===== src/rtl/gmii_rx.sv =====
// GMII receive stage: strips preamble/SFD, filters on MAC/EtherType/IP/UDP port,
// extracts the line header and pixel pairs for the video FIFO, and checks the FCS.
module gmii_rx #(
  parameter logic [47:0] LOCAL_MAC = 48'h002345678902,
  parameter logic [15:0] UDP_PORT  = 16'h3039,
  parameter logic [10:0] PIX_BYTES = 11'd1280
) (
  input  logic        rx_clk,
  input  logic        sys_rst_n,
  input  logic        id,
  input  logic        rx_dv,
  input  logic        rx_er,
  input  logic [7:0]  rxd,
  input  logic        vid_full,
  output logic        vid_wr_en,
  output logic [15:0] vid_din,
  output logic        line_wr_en,
  output logic [15:0] line_hdr,
  output logic [7:0]  pkt_type,
  output logic        pkt_done,
  output logic        pkt_ok,
  output logic [15:0] crc_err_cnt,
  output logic [15:0] drop_cnt
);

  typedef enum logic [2:0] {IDLE, PRE, HDR, IDNT, RESOL, PIXEL, TAIL, DROP} state_t;

  state_t      state;
  state_t      nxt;
  logic        armed;
  logic [2:0]  pre_cnt;
  logic [5:0]  bcnt;
  logic [10:0] pcnt;
  logic        rcnt;
  logic [7:0]  hold;
  logic [31:0] crc;
  logic        err;
  logic        ovf;
  logic [47:0] mac_exp;
  logic        hdr_chk;
  logic [7:0]  hdr_exp;
  logic        hdr_bad;
  logic        eof;
  logic        ok_now;
  logic [31:0] crc_next;

  function automatic logic [31:0] crc32_byte(input logic [31:0] c, input logic [7:0] d);
    logic [31:0] r;
    r = c;
    for (int i = 0; i < 8; i++) begin
      if (r[0] ^ d[i]) r = (r >> 1) ^ 32'hEDB88320;
      else r = r >> 1;
    end
    return r;
  endfunction

  function automatic logic [31:0] bitrev32(input logic [31:0] v);
    logic [31:0] r;
    r = 32'd0;
    for (int i = 0; i < 32; i++) r[i] = v[31 - i];
    return r;
  endfunction

  assign mac_exp  = {LOCAL_MAC[47:8], LOCAL_MAC[7:0] - {7'd0, id}};
  assign crc_next = crc32_byte(crc, rxd);
  assign hdr_bad  = hdr_chk && (rxd != hdr_exp);
  assign eof      = !rx_dv && (state == IDNT || state == RESOL || state == PIXEL || state == TAIL);
  // Residue of the reflected register read MSB-first; only TAIL means the pixel count completed
  assign ok_now   = (bitrev32(crc) == 32'hC704DD7B) && !err && !ovf && (state == TAIL);

  // Header field selection by byte offset after the SFD
  always_comb begin
    hdr_chk = 1'b1;
    hdr_exp = 8'h00;
    case (bcnt)
      6'd0:    hdr_exp = mac_exp[47:40];
      6'd1:    hdr_exp = mac_exp[39:32];
      6'd2:    hdr_exp = mac_exp[31:24];
      6'd3:    hdr_exp = mac_exp[23:16];
      6'd4:    hdr_exp = mac_exp[15:8];
      6'd5:    hdr_exp = mac_exp[7:0];
      6'd12:   hdr_exp = 8'h08;
      6'd13:   hdr_exp = 8'h00;
      6'd14:   hdr_exp = 8'h45;
      6'd23:   hdr_exp = 8'h11;
      6'd36:   hdr_exp = UDP_PORT[15:8];
      6'd37:   hdr_exp = UDP_PORT[7:0];
      default: hdr_chk = 1'b0;
    endcase
  end

  // Next-state logic; accepted frames finish through DROP so a back-to-back start is ignored
  always_comb begin
    nxt = state;
    case (state)
      IDLE: begin
        if (armed && rx_dv) nxt = (rxd == 8'h55) ? PRE : DROP;
        else nxt = IDLE;
      end
      PRE: begin
        if (!rx_dv) nxt = DROP;
        else if (rxd == 8'h55) nxt = (pre_cnt == 3'd7) ? DROP : PRE;
        else if (rxd == 8'hD5) nxt = HDR;
        else nxt = DROP;
      end
      HDR: begin
        if (!rx_dv || hdr_bad) nxt = DROP;
        else if (bcnt == 6'd41) nxt = IDNT;
        else nxt = HDR;
      end
      IDNT: begin
        if (!rx_dv) nxt = DROP;
        else if (rxd == 8'h00 || rxd == 8'h02) nxt = RESOL;
        else nxt = TAIL;
      end
      RESOL: begin
        if (!rx_dv) nxt = DROP;
        else if (rcnt) nxt = PIXEL;
        else nxt = RESOL;
      end
      PIXEL: begin
        if (!rx_dv) nxt = DROP;
        else if (pcnt == PIX_BYTES - 11'd1) nxt = TAIL;
        else nxt = PIXEL;
      end
      TAIL: begin
        if (!rx_dv) nxt = DROP;
        else nxt = TAIL;
      end
      DROP: begin
        if (!rx_dv) nxt = IDLE;
        else nxt = DROP;
      end
      default: nxt = IDLE;
    endcase
  end

  // State register
  always_ff @(posedge rx_clk or negedge sys_rst_n) begin
    if (!sys_rst_n) state <= IDLE;
    else state <= nxt;
  end

  // Arm only after an idle cycle so a reset released mid-frame cannot lock on
  always_ff @(posedge rx_clk or negedge sys_rst_n) begin
    if (!sys_rst_n) armed <= 1'b0;
    else if (!rx_dv) armed <= 1'b1;
    else armed <= armed;
  end

  // Frame bookkeeping: preamble count, byte counters, CRC and sticky error flags
  always_ff @(posedge rx_clk or negedge sys_rst_n) begin
    if (!sys_rst_n) begin
      pre_cnt <= 3'd0;
      bcnt    <= 6'd0;
      pcnt    <= 11'd0;
      rcnt    <= 1'b0;
      hold    <= 8'h00;
      crc     <= 32'hFFFFFFFF;
      err     <= 1'b0;
      ovf     <= 1'b0;
    end else begin
      case (state)
        IDLE: pre_cnt <= 3'd1;
        PRE: begin
          pre_cnt <= pre_cnt + 3'd1;
          bcnt    <= 6'd0;
          pcnt    <= 11'd0;
          rcnt    <= 1'b0;
          crc     <= 32'hFFFFFFFF;
          err     <= 1'b0;
          ovf     <= 1'b0;
        end
        HDR, IDNT, RESOL, PIXEL, TAIL: begin
          if (rx_dv) begin
            crc <= crc_next;
            if (rx_er) err <= 1'b1;
            if (state == HDR) bcnt <= bcnt + 6'd1;
            if (state == RESOL) begin
              rcnt <= ~rcnt;
              if (!rcnt) hold <= rxd;
            end
            if (state == PIXEL) begin
              pcnt <= pcnt + 11'd1;
              if (!pcnt[0]) hold <= rxd;
              else if (vid_full) ovf <= 1'b1;
            end
          end
        end
        default: pre_cnt <= pre_cnt;
      endcase
    end
  end

  // Registered outputs: strobes, decoded fields, status and saturating counters
  always_ff @(posedge rx_clk or negedge sys_rst_n) begin
    if (!sys_rst_n) begin
      vid_wr_en   <= 1'b0;
      vid_din     <= 16'h0000;
      line_wr_en  <= 1'b0;
      line_hdr    <= 16'h0000;
      pkt_type    <= 8'h00;
      pkt_done    <= 1'b0;
      pkt_ok      <= 1'b0;
      crc_err_cnt <= 16'h0000;
      drop_cnt    <= 16'h0000;
    end else begin
      vid_wr_en  <= 1'b0;
      line_wr_en <= 1'b0;
      pkt_done   <= 1'b0;
      if (state == IDNT && rx_dv) pkt_type <= rxd;
      if (state == RESOL && rx_dv && rcnt) begin
        line_hdr   <= {hold, rxd};
        line_wr_en <= 1'b1;
      end
      if (state == PIXEL && rx_dv && pcnt[0] && !vid_full) begin
        vid_din   <= {hold, rxd};
        vid_wr_en <= 1'b1;
      end
      if (state == HDR && rx_dv && hdr_bad && drop_cnt != 16'hFFFF) drop_cnt <= drop_cnt + 16'd1;
      if (eof) begin
        pkt_done <= 1'b1;
        pkt_ok   <= ok_now;
        if (!ok_now && crc_err_cnt != 16'hFFFF) crc_err_cnt <= crc_err_cnt + 16'd1;
      end
    end
  end

endmodule

===== config.mk =====
export PLATFORM = sky130hd
export DESIGN_NAME = gmii_rx
export DESIGN_NICKNAME = d
export VERILOG_FILES = /design/src/rtl/gmii_rx.sv
export SDC_FILE = /design/constraint.sdc
export NUM_CORES = 1
export LEC_CHECK = 0
export BUFFER_PORTS_ARGS = -buffer_cell sky130_fd_sc_hd__buf_4
export CAP_MARGIN = 40
export CORE_MARGIN = 3
export CORE_UTILIZATION = 45
export CTS_CLUSTER_DIAMETER = 200
export DETAILED_ROUTE_END_ITERATION = 7
export HOLD_SLACK_MARGIN = 0.06
export PLACE_DENSITY = 0.64
export SYNTH_ARGS = -nofsm -noshare
export SYNTH_HDL_FRONTEND = slang
export SYNTH_SLANG_ARGS = --single-unit

===== constraint.sdc =====
create_clock -name rx_clk -period 2.85 [get_ports rx_clk]
set_input_delay 0.1425 -clock rx_clk [delete_from_list [all_inputs] [get_ports rx_clk]]
set_output_delay 0.1425 -clock rx_clk [all_outputs]
set_load 0.05 [all_outputs]

==> results of run 1 <==
[registers in the layout, indices dropped and copies added, names as in the netlist, 6 cells and up]
register,cells
crc,32
crc_err_cnt,16
drop_cnt,16
line_hdr,16
vid_din,16
pcnt,11
hold,8
pkt_type,8
bcnt,6
[area by class of cell]
| type | instances | area [um2] |
|---|---|---|
| multi-input cells | 482 | 3520 |
| fillers | 1384 | 6990 |
| flip-flops and latches | 143 | 3620 |
| inverters | 12 | 45.0 |
| clock buffers | 18 | 439 |
| well taps | 216 | 270 |
| repair buffers | 110 | 870 |
| clock inverters | 13 | 186 |
[metrics by stage]
step,instances,power [mW],hold WS [ns]
floorplan,675,8.02,-0.153
global placement,957,9.39,0.104
detailed placement,957,9.53,0.116
CTS,994,11.9,0.0638
global route,994,12.5,0.0767
finish,994,11.8,0.0847
[cells by family (layout without fill, tap and decap cells)]
group | Yosys count | in the layout | share of synthesized area, %
flip-flops | 143 | 143 | 49.3
XOR/XNOR | 116 | 116 | 14.6
adder cells (fa/ha/maj) | 9 | 9 | 1.53
multiplexers | 49 | 49 | 7.48
AND/OR/NAND/NOR | 218 | 218 | 16.4
buffers and inverters | 50 | 153 | 2.98
AO/OA/AOI/OAI | 90 | 90 | 7.77
[layer usage]
| layer | wire (um) | up-vias | global-route usage, % |
|---|---|---|---|
| met3 | 527 | 19 | 3.55 |
| met2 | 8470 | 98 | 32.2 |
| met5 | 0 | - | 0 |
| met1 | 7370 | 2653 | 24.4 |
| met4 | 231 | 0 | 5.77 |
| li1 | - | 2552 | - |
[worst register-to-register path: cells and delay by family, from the launching register on]
kind                       cells  cell delay [ns]
and+or+nand+nor                4             1.19
DFF                            1             0.41
AOI/OAI and AO/OA              2             0.41
adders and majority gates      1             0.19
xor gates and xnor gates       1             0.14
buffers and inverters          1             0.13
[power by group through the flow]
stage	clock network (mW)	logic, mW	registers, mW
global placement	0	5.81	3.58
detailed placement	0	5.90	3.64
finish	2.34	5.90	3.60
floorplan	0	3.47	4.55
CTS	2.39	5.95	3.61
global route	2.48	6.35	3.71
[final timing paths]
check,cells past startpoint,to,slack (ns),start
setup / recovery,9,drop_cnt[11],0.27,bcnt[0]
hold / removal,2,line_hdr[3],0.08,rxd[3]
setup reg to reg,9,drop_cnt[11],0.27,bcnt[0]
hold reg to reg,2,pkt_type[5],0.48,pkt_type[5]
max in group asynchronous,3,crc[24],1.83,sys_rst_n
min in group asynchronous,2,drop_cnt[7],0.23,sys_rst_n
[cells in the mapped netlist (12+ instances only)]
cell type,instances
nor3_1,40
nor2_1,32
o21ai_0,22
dfrtp_1,111
buf_2,13
a21oi_1,37
nand3_1,29
nand2_1,41
nand4_1,16
xor2_1,43
mux2_2,46
xnor2_1,66
clkbuf_1,23
dfstp_2,32
inv_1,12
==> summary.md, run 1 <==
| Metric | Value |
|---|---|
| Status | `finished, final reports clean` |
| Num CTS Buffers | `17` |
| Gr usage total | `18.9%` |
| Chip Height | `134 um` |
| Initial Util | `46.0%` |
| CTS max path bufs | `2` |
| Hold Fails Final Rpt | `0` |
| Syn avg cell area | `10.9 um2` |
| Synth area leader | `dfrtp_1` |
| Vias in the first global route | `5282` |
| Drt wl/cell | `16.7 um` |
| Worst slew pin tran | `0.706 ns` |
| Root Buffer | `clkbuf_16` |
| Leak Pwr | `3.89 nW` |
| Post-layout util | `56.1%` |
| Top cell type's share of synthesized area | `37.8%` |
| Commonest non-fill, non-tap cells in the layout | `dfrtp_1, buf_4, xnor2_1, mux2_2, xor2_1` |
| CP max-delay cell | `or4_4` |
| Comb pwr share | `49.8%` |
| Switching portion of total power | `42.3%` |
| FMAX | `388 MHz` |
| Clock latency at the later pin of the worst-skew pair | `0.41 ns` |
| 1st-pass router iterations | `5` |
| Nets | `789` |
| Max IR drop VDD | `0.00107 V` |
| Crit-path max FO | `4` |
| Mapped Cells | `675` |
| Die extent in x | `134 um` |
| Post-synth ARST share | `100%` |
| P&R area growth vs syn | `22.0%` |
| Clock power share | `19.8%` |
| Setup Fix Bufs, Post-CTS | `0` |
| Worst hold path class | `input port to register` |
| Remaining antenna violation count | `0` |
| Synth area leaders | `dfrtp_1, dfstp_2, xnor2_1` |
| WL final | `16600 um` |
| Reg clk slew, reported paths | `0.06 ns` |
| Die area | `17900 um2` |
| Startpoint Class | `register` |
| Clk sinks | `143` |
| Max H-tree Level | `4` |
| Commonest register cell after synthesis | `dfrtp_1` |
| Synth Warn # | `0` |
| Cell family with most CP delay | `simple AND/OR/NAND/NOR gates` |
| Final setup TNS | `0 ns` |
| Max-capacitance violation count | `0` |
| Final Cell Area | `8950 um2` |
| Vias per cell | `5.35` |
| Power Density | `1320 nW/um2` |
| Initial drt markers | `285` |
| Clk_skew | `0.00628 ns` |
| CP endpoint kind | `register` |
| Final min period | `2.58 ns` |
| #FFs+latches synth | `143` |
| CP peak stage delay | `0.49 ns` |
| IO Pins | `90` |
| Mapped Area | `7340 um2` |
| Sequential area share after synthesis | `49.3%` |
| Synth cell types | `67` |
| Dpl cell area | `8270 um2` |
| Post_cts resized | `0` |
| Internal | `6.84 mW` |
| Setup WS post-layout | `0.274 ns` |
| Initial antenna violation count | `0` |
| Final setup fails | `0` |
| Crit path kind | `register to register` |
| Seq pwr share | `30.4%` |
| Period utilization | `90.4%` |
| GPL Wtd Cong | `0.837` |
| Max Slew Vio Count | `0` |
| CP Cell Sequence | `inv_1, ha_1, or3b_1, a211oi_1, or3_1, and2_4, o21ai_4, or4_4, xnor2_2` |
| Net switching power | `5.01 mW` |
| Slew margin rel. | `52.6%` |
| WP buf/inv | `1` |
| GRT overflow | `0` |
| CORE AREA | `15900 um2` |
| DP HPWL | `11800 um` |
| CTS tree | `done` |
| EDFF count, synth | `0` |
| CP Data Arrival Time | `2.88 ns` |
| Most common cell after layout, fill and taps aside | `dfrtp_1` |
| RSZ-0062 raised after global routing | `no` |
| Syn Nets | `698` |
| First-pass GRT wire length | `27100 um` |
| CP required | `3.15 ns` |
| # DRC | `0` |
| Vias after detailed routing | `5322` |
| Dpl ws | `0.274 ns` |
| N_diodes | `0` |
| Fraction of final layout cells sized beyond drive strength 1 | `30.6%` |
| Largest net degree at the start of global routing | `66` |
| # hold bufs at CTS | `6` |
| Port buffer count | `89` |
| Row count | `46` |
Power figures use the tool's default switching activity.
==> run 2, diff against run 1 <==
- ABC_AREA: not set -> 1
- CORE_UTILIZATION: 45 -> 59
- PLACE_DENSITY: 0.64 -> 0.81
==> run 2 against run 1 <==
  * Routed wire length up 13%
  * Via count is 24% higher
  * Sequential share of layout area down 1.2 points
  * Synthesized area up 5.4%
  * First-iteration DRC count grew 120%
  * Final area grew 2.9%
==> summary.md, run 2 <==
| Metric | Value |
|---|---|
| Period utilization | `82.7%` |
| CP Data Arrival Time | `2.66 ns` |
| Mapped Cells | `934` |
| Hold Fails Final Rpt | `0` |
| CP endpoint kind | `register` |
| #FFs+latches synth | `143` |
| CTS max path bufs | `2` |
| CP max-delay cell | `o211ai_1` |
| Crit path top cell by count | `nand2_1` |
| Reg with most FFs | `crc` |
| Power Density | `1350 nW/um2` |
| IO Pins | `90` |
| FMAX | `424 MHz` |
| Largest net degree at the start of global routing | `83` |
| Top cell type's share of synthesized area | `35.9%` |
| Nets | `1052` |
| CTS tree | `done` |
| First-pass GRT wire length | `30900 um` |
| Max-capacitance violation count | `0` |
| Final Cell Area | `9210 um2` |
| Crit path kind | `register to register` |
| WL final | `18800 um` |
| Port buffer count | `89` |
| Drt wl/cell | `15.5 um` |
| Most common cell after layout, fill and taps aside | `nand2_1` |
| Max IR drop VDD | `0.000509 V` |
| Status | `finished, final reports clean` |
| CP required | `3.15 ns` |
| Dpl cell area | `8580 um2` |
| CP Cell Sequence | `inv_1, ha_1, o211ai_1, nand2_1, nand2_1, nand2_1, nand3_1, nor2_1, nand4_1, nand4_2, nand2_1, nand2_1` |
| Post-layout util | `72.4%` |
| Max FFs per register | `32` |
| # DRC | `0` |
| Die area | `14500 um2` |
| Mapped Area | `7740 um2` |
| Max H-tree Level | `4` |
| Setup WS post-layout | `0.493 ns` |
| Leak Pwr | `4.47 nW` |
| Worst hold path class | `input port to register` |
| GPL Wtd Cong | `0.906` |
| Post-synth top cells | `nand2_1, inv_1, dfrtp_1, o21ai_0, nor2_1` |
| Reg clk slew, reported paths | `0.06 ns` |
| 1st-pass router iterations | `5` |
| Initial Util | `60.8%` |
| P&R area growth vs syn | `19.1%` |
| Clk sinks | `143` |
| Dpl ws | `0.504 ns` |
| CP peak stage delay | `0.40 ns` |
| Most frequent cell after synthesis | `nand2_1` |
| Fraction of final layout cells sized beyond drive strength 1 | `16.9%` |
| Clk_skew | `0.00617 ns` |
| Gr usage total | `26.6%` |
| Remaining antenna violation count | `0` |
| Vias per cell | `5.47` |
| Worst slew pin tran | `0.791 ns` |
| Slew margin rel. | `47.2%` |
| Syn Nets | `957` |
| Final setup fails | `0` |
| Commonest register cell after synthesis | `dfrtp_1` |
| GRT overflow | `0` |
| Vias after detailed routing | `6620` |
| Hold Path Depth | `3` |
| Synth area leaders | `dfrtp_1, nand2_1, dfstp_2` |
| Sequential area share after synthesis | `46.8%` |
| Clock latency at the later pin of the worst-skew pair | `0.41 ns` |
| Initial drt markers | `631` |
| Syn avg cell area | `8.29 um2` |
| Startpoint Class | `register` |
| Reg2Reg Depth | `12` |
| Synth Warn # | `0` |
| Num CTS Buffers | `17` |
| Initial antenna violation count | `0` |
| DP HPWL | `13000 um` |
| Max Slew Vio Count | `0` |
| Die extent in x | `121 um` |
| EDFF count, synth | `0` |
| Synth area leader | `dfrtp_1` |
| Post-synth ARST share | `100%` |
| CORE AREA | `12700 um2` |
| Crit-path max FO | `16` |
| Commonest non-fill, non-tap cells in the layout | `nand2_1, inv_1, dfrtp_1, buf_4, o21ai_0` |
| Setup Fix Bufs, Post-CTS | `0` |
| Chip Height | `121 um` |
| Final min period | `2.36 ns` |
| Row count | `41` |
| Synth cell types | `46` |
| Root Buffer | `clkbuf_16` |
| RSZ-0062 raised after global routing | `no` |
| N_diodes | `0` |
| Vias in the first global route | `6415` |
| Final setup TNS | `0 ns` |
run 2: cell count changes in the layout (fill, tap and decap cells not counted), sizes merged, moves of 14 or more:
cell   delta
nand2   +193
inv     +104
o21ai    +63
mux2     -47
xnor2    -42
nor2     +35
a21oi    -26
nand4    +19
nor3     -18
xor2     +16
o22ai    +14
run 2: kinds of logic (layout without fill, tap and decap cells):
logic type               Yosys count  in the layout  share of synthesized area [%]
AND/OR/NAND/NOR                  414            414                           23.3
buffers and inverters            145            250                           7.31
flip-flops                       143            143                           46.8
AO/OA/AOI/OAI                    133            133                           9.57
XOR/XNOR                          90             90                           11.6
adder cells (fa/ha/maj)            9              9                           1.46
run 2: area by class of cell:
type	instances	area [um2]
inverters	120	450
clock inverters	8	140
flip-flops and latches	143	3620
repair buffers	101	785
fillers	1009	3510
multi-input cells	646	3550
clock buffers	21	450
well taps	172	215
run 2: worst max-delay path: cells and delay by family, from the launching register on:
family	cells	cell delay, ns
DFF	1	0.39
buffers and inverters	1	0.09
adders and majority gates	1	0.26
and+or+nand+nor	9	1.10
AOI/OAI and AO/OA	1	0.40
run 2: path summary, 6_finish.rpt:
path / slack [ns] / to / from
max in group asynchronous: 1.73 / pre_cnt[1] / sys_rst_n
max: 0.49 / drop_cnt[13] / bcnt[1]
min reg2reg: 0.47 / armed / armed
min in group asynchronous: 0.35 / line_hdr[13] / sys_rst_n
min: 0.09 / line_hdr[1] / rxd[1]
max reg2reg: 0.49 / drop_cnt[13] / bcnt[1]
run 2: metrics by stage:
step	cells	hold WS [ns]	power, mW
2_1_floorplan	934	-0.153	8.44
3_3_place_gp	1178	0.235	9.94
3_5_place_dp	1178	0.228	10.1
4_1_cts	1211	0.0807	12.4
5_1_grt	1211	0.110	13.3
6_report	1211	0.0899	12.5
run 2: metal layers:
layer  GRT usage (%)  wire length [um]  up-vias  part of all wire, %
met4            9.35               478        0                  2.5
met5               0                 0        -                    0
li1                -                 -     3229                    -
met2            41.7              8930      249                   47
met3            6.50              1330       40                  7.1
met1            36.4              8070     3102                   43
run 2: where the power goes:
part / switching (mW) / total (mW) / internal [mW]
sequential: 0.645 / 3.64 / 3.00
clock: 0.809 / 2.28 / 1.47
combinational: 4.38 / 6.55 / 2.17
total: 5.83 / 12.5 / 6.64
run 2: what timing repair did:
item | CTS | global route
gates resized for setup | 0 | 0
hold buffers | 4 | 0
hold endpoints to repair | 54 | 0
